`config.mk`:
```
export PLATFORM = sky130hd
export DESIGN_NAME = calendar_date_counter
export DESIGN_NICKNAME = d
export VERILOG_FILES = /design/src/rtl/calendar_date_counter.sv
export SDC_FILE = /design/constraint.sdc
export NUM_CORES = 1
export LEC_CHECK = 0
export ABC_AREA = 1
export CAP_MARGIN = 0
export CELL_PAD_IN_SITES_DETAIL_PLACEMENT = 1
export CELL_PAD_IN_SITES_GLOBAL_PLACEMENT = 1
export CORE_MARGIN = 4
export CORE_UTILIZATION = 39
export DETAILED_ROUTE_END_ITERATION = 12
export PLACE_DENSITY = 0.84
export SETUP_SLACK_MARGIN = 0.4
export SYNTH_ARGS = -nofsm -noshare
export SYNTH_HDL_FRONTEND = slang
export SYNTH_SLANG_ARGS = --single-unit
```
`constraint.sdc`:
```
create_clock -name clk -period 6.9 [get_ports clk]
set_input_delay 1.38 -clock clk [delete_from_list [all_inputs] [get_ports clk]]
set_output_delay 1.38 -clock clk [all_outputs]
set_load 0.05 [all_outputs]
```
`src/rtl/calendar_date_counter.sv`:
```
// Day/month/year calendar counter with Gregorian leap rule, validated parallel load
// and registered month/year/wrap pulses; counts one day per tick in either direction.
module calendar_date_counter #(
  parameter int YEAR_W    = 8,
  parameter int YEAR_MAX  = 199,
  parameter int BASE_YEAR = 2000
) (
  input  logic              clk,
  input  logic              rst,
  input  logic              tick,
  input  logic              dir,
  input  logic              load,
  input  logic [4:0]        load_day,
  input  logic [3:0]        load_mon,
  input  logic [YEAR_W-1:0] load_year,
  output logic [4:0]        day,
  output logic [3:0]        mon,
  output logic [YEAR_W-1:0] year,
  output logic              leap,
  output logic [4:0]        dim,
  output logic              pulse_mon,
  output logic              pulse_year,
  output logic              pulse_wrap,
  output logic              load_err
);

  localparam int YEARS = 1 << YEAR_W;
  localparam logic [YEAR_W-1:0] YMAX = YEAR_W'(YEAR_MAX);

  // Leap flags are fixed by BASE_YEAR, so they fold into a constant table.
  logic [YEARS-1:0] leap_tab;
  generate
    for (genvar gi = 0; gi < YEARS; gi++) begin : g_leap
      localparam int Y = BASE_YEAR + gi;
      assign leap_tab[gi] = (((Y % 4) == 0) && (((Y % 100) != 0) || ((Y % 400) == 0))) ? 1'b1 : 1'b0;
    end
  endgenerate

  function automatic logic [4:0] dim_of(input logic [3:0] m, input logic lp);
    case (m)
      4'd2:                      dim_of = lp ? 5'd29 : 5'd28;
      4'd4, 4'd6, 4'd9, 4'd11:   dim_of = 5'd30;
      default:                   dim_of = 5'd31;
    endcase
  endfunction

  logic              load_ok;
  logic [YEAR_W-1:0] next_year;
  logic [YEAR_W-1:0] prev_year;
  logic [3:0]        back_mon;
  logic [YEAR_W-1:0] back_year;
  logic [4:0]        back_day;

  assign leap = leap_tab[year];
  assign dim  = dim_of(mon, leap);

  // The day bound uses the leap flag of the year being loaded, not the current one.
  assign load_ok = (load_mon >= 4'd1) && (load_mon <= 4'd12) && (load_year <= YMAX) &&
                   (load_day != 5'd0) && (load_day <= dim_of(load_mon, leap_tab[load_year]));

  assign next_year = (year == YMAX) ? '0 : year + 1'b1;
  assign prev_year = (year == '0) ? YMAX : year - 1'b1;
  assign back_mon  = (mon == 4'd1) ? 4'd12 : mon - 4'd1;
  assign back_year = (mon == 4'd1) ? prev_year : year;
  assign back_day  = dim_of(back_mon, leap_tab[back_year]);

  always_ff @(posedge clk or posedge rst) begin
    if (rst) begin
      day        <= 5'd1;
      mon        <= 4'd1;
      year       <= '0;
      pulse_mon  <= 1'b0;
      pulse_year <= 1'b0;
      pulse_wrap <= 1'b0;
      load_err   <= 1'b0;
    end else begin
      pulse_mon  <= 1'b0;
      pulse_year <= 1'b0;
      pulse_wrap <= 1'b0;
      load_err   <= 1'b0;
      if (load) begin
        if (load_ok) begin
          day  <= load_day;
          mon  <= load_mon;
          year <= load_year;
        end else begin
          load_err <= 1'b1;
        end
      end else if (tick) begin
        if (!dir) begin
          if (day < dim) begin
            day <= day + 5'd1;
          end else begin
            day       <= 5'd1;
            pulse_mon <= 1'b1;
            if (mon == 4'd12) begin
              mon        <= 4'd1;
              year       <= next_year;
              pulse_year <= 1'b1;
              pulse_wrap <= (year == YMAX);
            end else begin
              mon <= mon + 4'd1;
            end
          end
        end else begin
          if (day > 5'd1) begin
            day <= day - 5'd1;
          end else begin
            day        <= back_day;
            mon        <= back_mon;
            year       <= back_year;
            pulse_mon  <= 1'b1;
            pulse_year <= (mon == 4'd1);
            pulse_wrap <= (mon == 4'd1) && (year == '0);
          end
        end
      end
    end
  end

endmodule

```
==> Word level (Yosys, flattened, before mapping) <==
Memory sizes are Yosys's and may differ from the RTL's.
Index checks and enable logic that the tools add are counted.
{ "totals": {"regBits": 21, "mem_bits_ro": 768, "wordCells": 113, "memories": 3} }
{ "memory_table": {"columns": ["name", "depth", "width", "rd", "rd_clocked_by_memory_dff", "write_ports", "line", "rtl"], "rows": [
  ["(no name shown)", 256, 1, 1, 0, 0, "65", "assign back_day = dim_of(back_mon, leap_tab[back_year]);"],
  ["(no name shown)", 256, 1, 1, 0, 0, "59", "(load_day != 5'd0) && (load_day <= dim_of(load_mon, leap_tab[load_year]));"],
  ["(no name shown)", 256, 1, 1, 0, 0, "54", "assign leap = leap_tab[year];"]
]} }
{ "classes": {"n_addsub": 6, "order_cmp": 9, "eq_ne": 21, "n_mux": 52, "reduce_logical": 15} }
{ "op_table": {"columns": ["operator", "n"], "rows": [
  ["8-bit two-way mux", 10],
  ["4-bit two-way mux", 8],
  ["5-bit two-way mux", 6],
  ["4-bit equality test, second input constant", 7],
  ["8-bit by 9-bit < comparator with 1-bit output, second input constant", 3],
  ["1-bit two-way mux", 25],
  ["4-bit by 3-bit equality test with 1-bit output, second input constant", 6],
  ["4-bit by 2-bit equality test with 1-bit output, second input constant", 3],
  ["2-bit one-hot mux with 2 select lines", 3],
  ["4-bit OR reduction", 3],
  ["8-bit by 1-bit adder with 8-bit output, second input constant", 1],
  ["8-bit equality test, second input constant", 1],
  ["8-bit less-or-equal comparator, second input constant", 1],
  ["8-bit zero test", 1],
  ["8-bit by 1-bit subtractor with 8-bit output, second input constant", 1],
  ["3-bit inequality test, second input constant", 2],
  ["5-bit by 1-bit adder with 5-bit output, second input constant", 1],
  ["5-bit by 1-bit > comparator with 1-bit output, second input constant", 1],
  ["5-bit less-or-equal comparator", 1],
  ["1-bit logical AND", 5],
  ["5-bit < comparator", 1],
  ["5-bit AND reduction", 1],
  ["5-bit nonzero test", 1],
  ["5-bit by 1-bit subtractor with 5-bit output, second input constant", 1],
  ["10 further kinds", 10]
]} }

==> Longest topological paths before layout <==
{ "depth": {"ltp_word": 11, "mapped_depth": 17, "depth_no_buf": 16} }

==> Least setup slack after synthesis <==
Ideal clock, no wire load.
{ "synth_path": {"path_kind": "input port to flip-flop", "startpoint": "input port load_year[5]", "endpoint": "register year[5]", "setup_time_ns": 0.074, "arrival_time_ns": 3.345, "required_ns": 6.826, "slack_ns": 3.481, "path_stages": 16, "path_cell_list": "or2_0 > o21ai_0 > a21oi_1 > o21ai_0 > a31oi_1 > ha_1 > a21oi_1 > nand4_1 > nand4_1 > nand2_1 > o21ai_2 > clkinv_4 > nand4_4 > buf_12 > nand2_1 > o21ai_2"} }
{ "synth_via": {"elab_chain_len": 8, "elab_cells_between_ends": 13} }
{ "synth_rtl": {"columns": ["element", "line", "rtl"], "rows": [
  ["start, declared", "15", "input logic [YEAR_W-1:0] load_year,"],
  ["memory read 256 x 1 bit", null, null],
  ["1-bit two-way mux (not written as such)", "59", null],
  ["1-bit two-way mux", "41", "4'd2: dim_of = lp ? 5'd29 : 5'd28;"],
  ["2-bit one-hot mux with 2 select lines", "40", "case (m)"],
  ["5-bit less-or-equal comparator", "59", null],
  ["1-bit logical AND", "59", null],
  ["2-bit by 1-bit inequality test with 1-bit output (no source line)", null, null],
  ["5-bit AND reduction (no source line)", null, null],
  ["end signal, assigned", "85", "year <= load_year;"],
  ["end signal, assigned", "98", "year <= next_year;"],
  ["end signal, assigned", "111", "year <= back_year;"],
  ["end, declared", "18", "output logic [YEAR_W-1:0] year,"]
]} }
Parallel ways exist; a longest one is shown, timed or not. The select of a mux whose other input is x is not followed.
A chain may end at the register's enable or synchronous reset.

==> Worst setup path in the final report <==
{ "layout_path": {"startpoint": "register year[0]", "endpoint": "output port dim[0]"} }
{ "layout_via": {"elab_chain_len": 4} }
{ "layout_rtl": {"columns": ["element", "line", "rtl"], "rows": [
  ["memory read 256 x 1 bit", null, null],
  ["1-bit two-way mux (not written as such)", "54", null],
  ["1-bit two-way mux", "41", null],
  ["2-bit one-hot mux with 2 select lines", "40", null],
  ["end, declared", "20", "output logic [4:0] dim,"]
]} }
No other way between the ends. The select of a mux whose other input is x is not followed.

==> reports/qor.csv <==
stage,metric,value,unit
worst_setup_path,worst-setup-path-type,reg2out,
cts,cts_buffers,3,
finish,multi_input_area,1610,sq um
grt,grt_usage,21.3,%
finish,nNetsFinal,449,
pwr,p_seq_share,23.9,%
yosys,syn_area,2420,sq um
grt,grt_max_degree,28,
pwr,vdd_drop_max,0.156,mV
finish,layout_commonest_cell,nand2_1,
worst_setup_path,crit_path_max_incr_delay,0.80,ns
worst_setup_path,timing.rr.start,mon[0]$_DFFE_PP1P_,
cts,cts_tree,yes,
yosys,syn_area_per_cell,6.51,sq um
route,vias,2643,
cts,clk_latency,0.27,ns
sta,post-route-period-util,59.1,%
sta,max_freq,245,MHz
grt,antenna_found_initial,0,
die,start_util,40.7,%
die,die_w,86.8,um
sta,setup_viol,0,
placed_design,place.gp.congestion,0.857,
worst_setup_path,rr_worst_depth,12,
placed_design,dp_hpwl,6.29,mm
route,drc,0,
route,drt_iter0_markers,107,
route,vias_per_cell,5.44,
grt,overflow,0,
cts,clock-root-buffer,clkbuf_8,
sta,hold_violations,0,
die,dieHeight,86.8,um
worst_setup_path,end_kind,output pin,
cts,cts_resized,0,
pwr,p_comb_share,67.2,%
die,pin_count,49,
worst_setup_path,rrSetupSlack,4.41,ns
cts,holdBufCountCts,0,
cts,cts_max_level,1,
job,cap_viol_max_count,0,
pwr,swShare,57.2,%
pwr,power.density,323,nW/um^2
worst_setup_path,worstPathRequired,5.52,ns
sta,slew_viol_final,0,
pwr,p_sw,0.542,mW
route,drt-total-wl,7.90,mm
run_status,outcome,"complete, no violations",
worst_setup_path,endpoint,dim[0],
finish,area_growth,21.0,%
grt,grt_pass1_wl,12.8,mm
min_path,hold_path.class,reg2reg,
grt,first_global_vias,2651,
sta,skew,0.00380,ns
worst_setup_path,path_delay_family,buffers and inverters,
cts,postCtsSetupRepairBufs,0,
pwr,p_leak,1.36,nW
placed_design,port_buffers,45,
yosys,ys_ff_latch,21,
worst_setup_path,path_cells,inv_1 -> ha_1 -> ha_1 -> inv_1 -> nand3_1 -> nand3_2 -> nand3_2 -> and2_1 -> clkdlybuf4s50_1,
die,die_area,7530,sq um
yosys,async_flop_share,100,%
worst_setup_path,arrival,2.70,ns
finish,seq_area,528,sq um
cts,clk_pin_slew,0.08,ns
route,post_drt_wl_per_cell,16.3,um
pwr,p_int,0.406,mW
route,drt_pass1_iterations,4,
pwr,finalPower,0.947,mW
pwr,pwr-share-clk,8.9,%
finish,num-fill-cells,823,
yosys,ys_warn_count,0,
yosys,ys_types,46,
die,row_count,28,
yosys,synth_cells,372,
sta,fin_setup_tns,0,ns
worst_setup_path,crit_start,year[0]$_DFFE_PP0P_,
worst_setup_path,worst-path-stages,9,
worst_setup_path,startpoint_type,flop,
worst_setup_path,cp_num_buf_inv,3,
worst_setup_path,r2r_end,year[6]$_DFFE_PP0P_,
worst_setup_path,critPathSlowestCell,clkdlybuf4s50_1,
route,final_antenna_net_count,0,
sta,rsz0062_at_grt,no,
cts,cts_buffer_depth,2,
sta,tightest_slew,0.840,ns
sta,max_slew_margin,43.6,%
finish,drive_gt1_share,9.98,%
cts,numClockSinks,21,
yosys,seq_area_frac_synth,21.8,%
finish,final_cell_mix,"nand2_1, inv_1, clkdlybuf4s50_1",
worst_setup_path,crit_fanout,7,
finish,antenna_cells,0,
yosys,synth-edff-count,0,
yosys,ys.flop_type,dfrtp_1,
die,core-area,5960,sq um
sta,finalCriticalPeriod,4.08,ns
==> cell usage after synthesis, types with 5 or more instances <==
master | count | share of area, %
o21ai_0 | 35 | 7.2
nand4_1 | 6 | 1.6
inv_1 | 47 | 7.3
nand3_1 | 34 | 7.0
nand3_2 | 5 | 2.1
ha_1 | 15 | 7.8
nor2_1 | 32 | 5.0
o21ai_2 | 9 | 3.3
dfrtp_1 | 19 | 20
a21oi_1 | 20 | 4.1
nand2_1 | 84 | 13
nor3_1 | 5 | 1.0
==> kinds of logic (layout without fill, tap and decap cells) <==
kind of cell             after synthesis  after routing  share of synthesized area [%]
AO/OA/AOI/OAI                         79             79                           19.2
XOR/XNOR                               5              5                           1.81
AND/OR/NAND/NOR                      186            186                           37.2
adder cells (fa/ha/maj)               15             15                           7.75
buffers and inverters                 65            102                           12.1
other                                  1              3                          0.155
flip-flops                            21             21                           21.8
==> metal layers <==
layer / up-vias / track usage (%) / wire [um]
met5: - / 0 / 0
met4: 0 / 6.09 / 192
met3: 14 / 1.81 / 332
met2: 62 / 39.7 / 4050
met1: 1269 / 25.9 / 3330
li1: 1298 / - / -
==> cell type report <==
| class | count | area share, % |
|---|---|---|
| multi-input cells | 288 | 54.9 |
| flip-flops and latches | 21 | 18.0 |
| repair buffers | 45 | 15.4 |
| inverters | 53 | 6.96 |
| well taps | 75 | 3.20 |
| clock buffers | 3 | 1.41 |
| clock inverters | 1 | 0.171 |
==> worst min-delay path: cells and delay by family (launching register included) <==
family | cells | cell delay [ns]
flops | 1 | 0.41
simple gates | 1 | 0.12
compound gates | 1 | 0.05
==> flip-flops by register name, indices dropped and copies added, names as in the netlist <==
name        flops
mon             4
day             5
pulse_wrap      1
load_err        1
pulse_year      1
year            8
pulse_mon       1
==> per-stage QoR <==
stage	std cells	setup slack (ns)	hold WS, ns	utilization [%]	instance area, sq um
floorplan	374	3.48	0.634	-	2430
global placement	482	2.86	0.559	48.4	2880
detailed placement	482	2.59	0.561	48.4	2880
CTS	486	2.78	0.575	49.2	2930
global route	486	2.64	0.588	49.2	2930
finish	486	2.82	0.580	49.2	2930
==> worst min-delay path by stage <==
stage,depth (start not counted),endpoint,startpoint
4_1_cts,2,day[0]$_DFFE_PP1P_,day[0]$_DFFE_PP1P_
2_1_floorplan,2,day[0]$_DFFE_PP1P_,day[0]$_DFFE_PP1P_
6_report,2,day[0]$_DFFE_PP1P_,day[0]$_DFFE_PP1P_
3_3_place_gp,2,day[0]$_DFFE_PP1P_,day[0]$_DFFE_PP1P_
5_1_grt,2,day[0]$_DFFE_PP1P_,day[0]$_DFFE_PP1P_
3_5_place_dp,2,day[0]$_DFFE_PP1P_,day[0]$_DFFE_PP1P_
==> power by group through the flow <==
stage / Clock, mW / Sequential (mW) / Combinational (mW)
finish: 0.0841 / 0.226 / 0.637
global route: 0.0910 / 0.235 / 0.698
floorplan: 0 / 0.308 / 0.368
CTS: 0.0850 / 0.226 / 0.641
global placement: 0 / 0.226 / 0.622
detailed placement: 0 / 0.228 / 0.636
No activity file was read; power rests on OpenSTA's default activity.
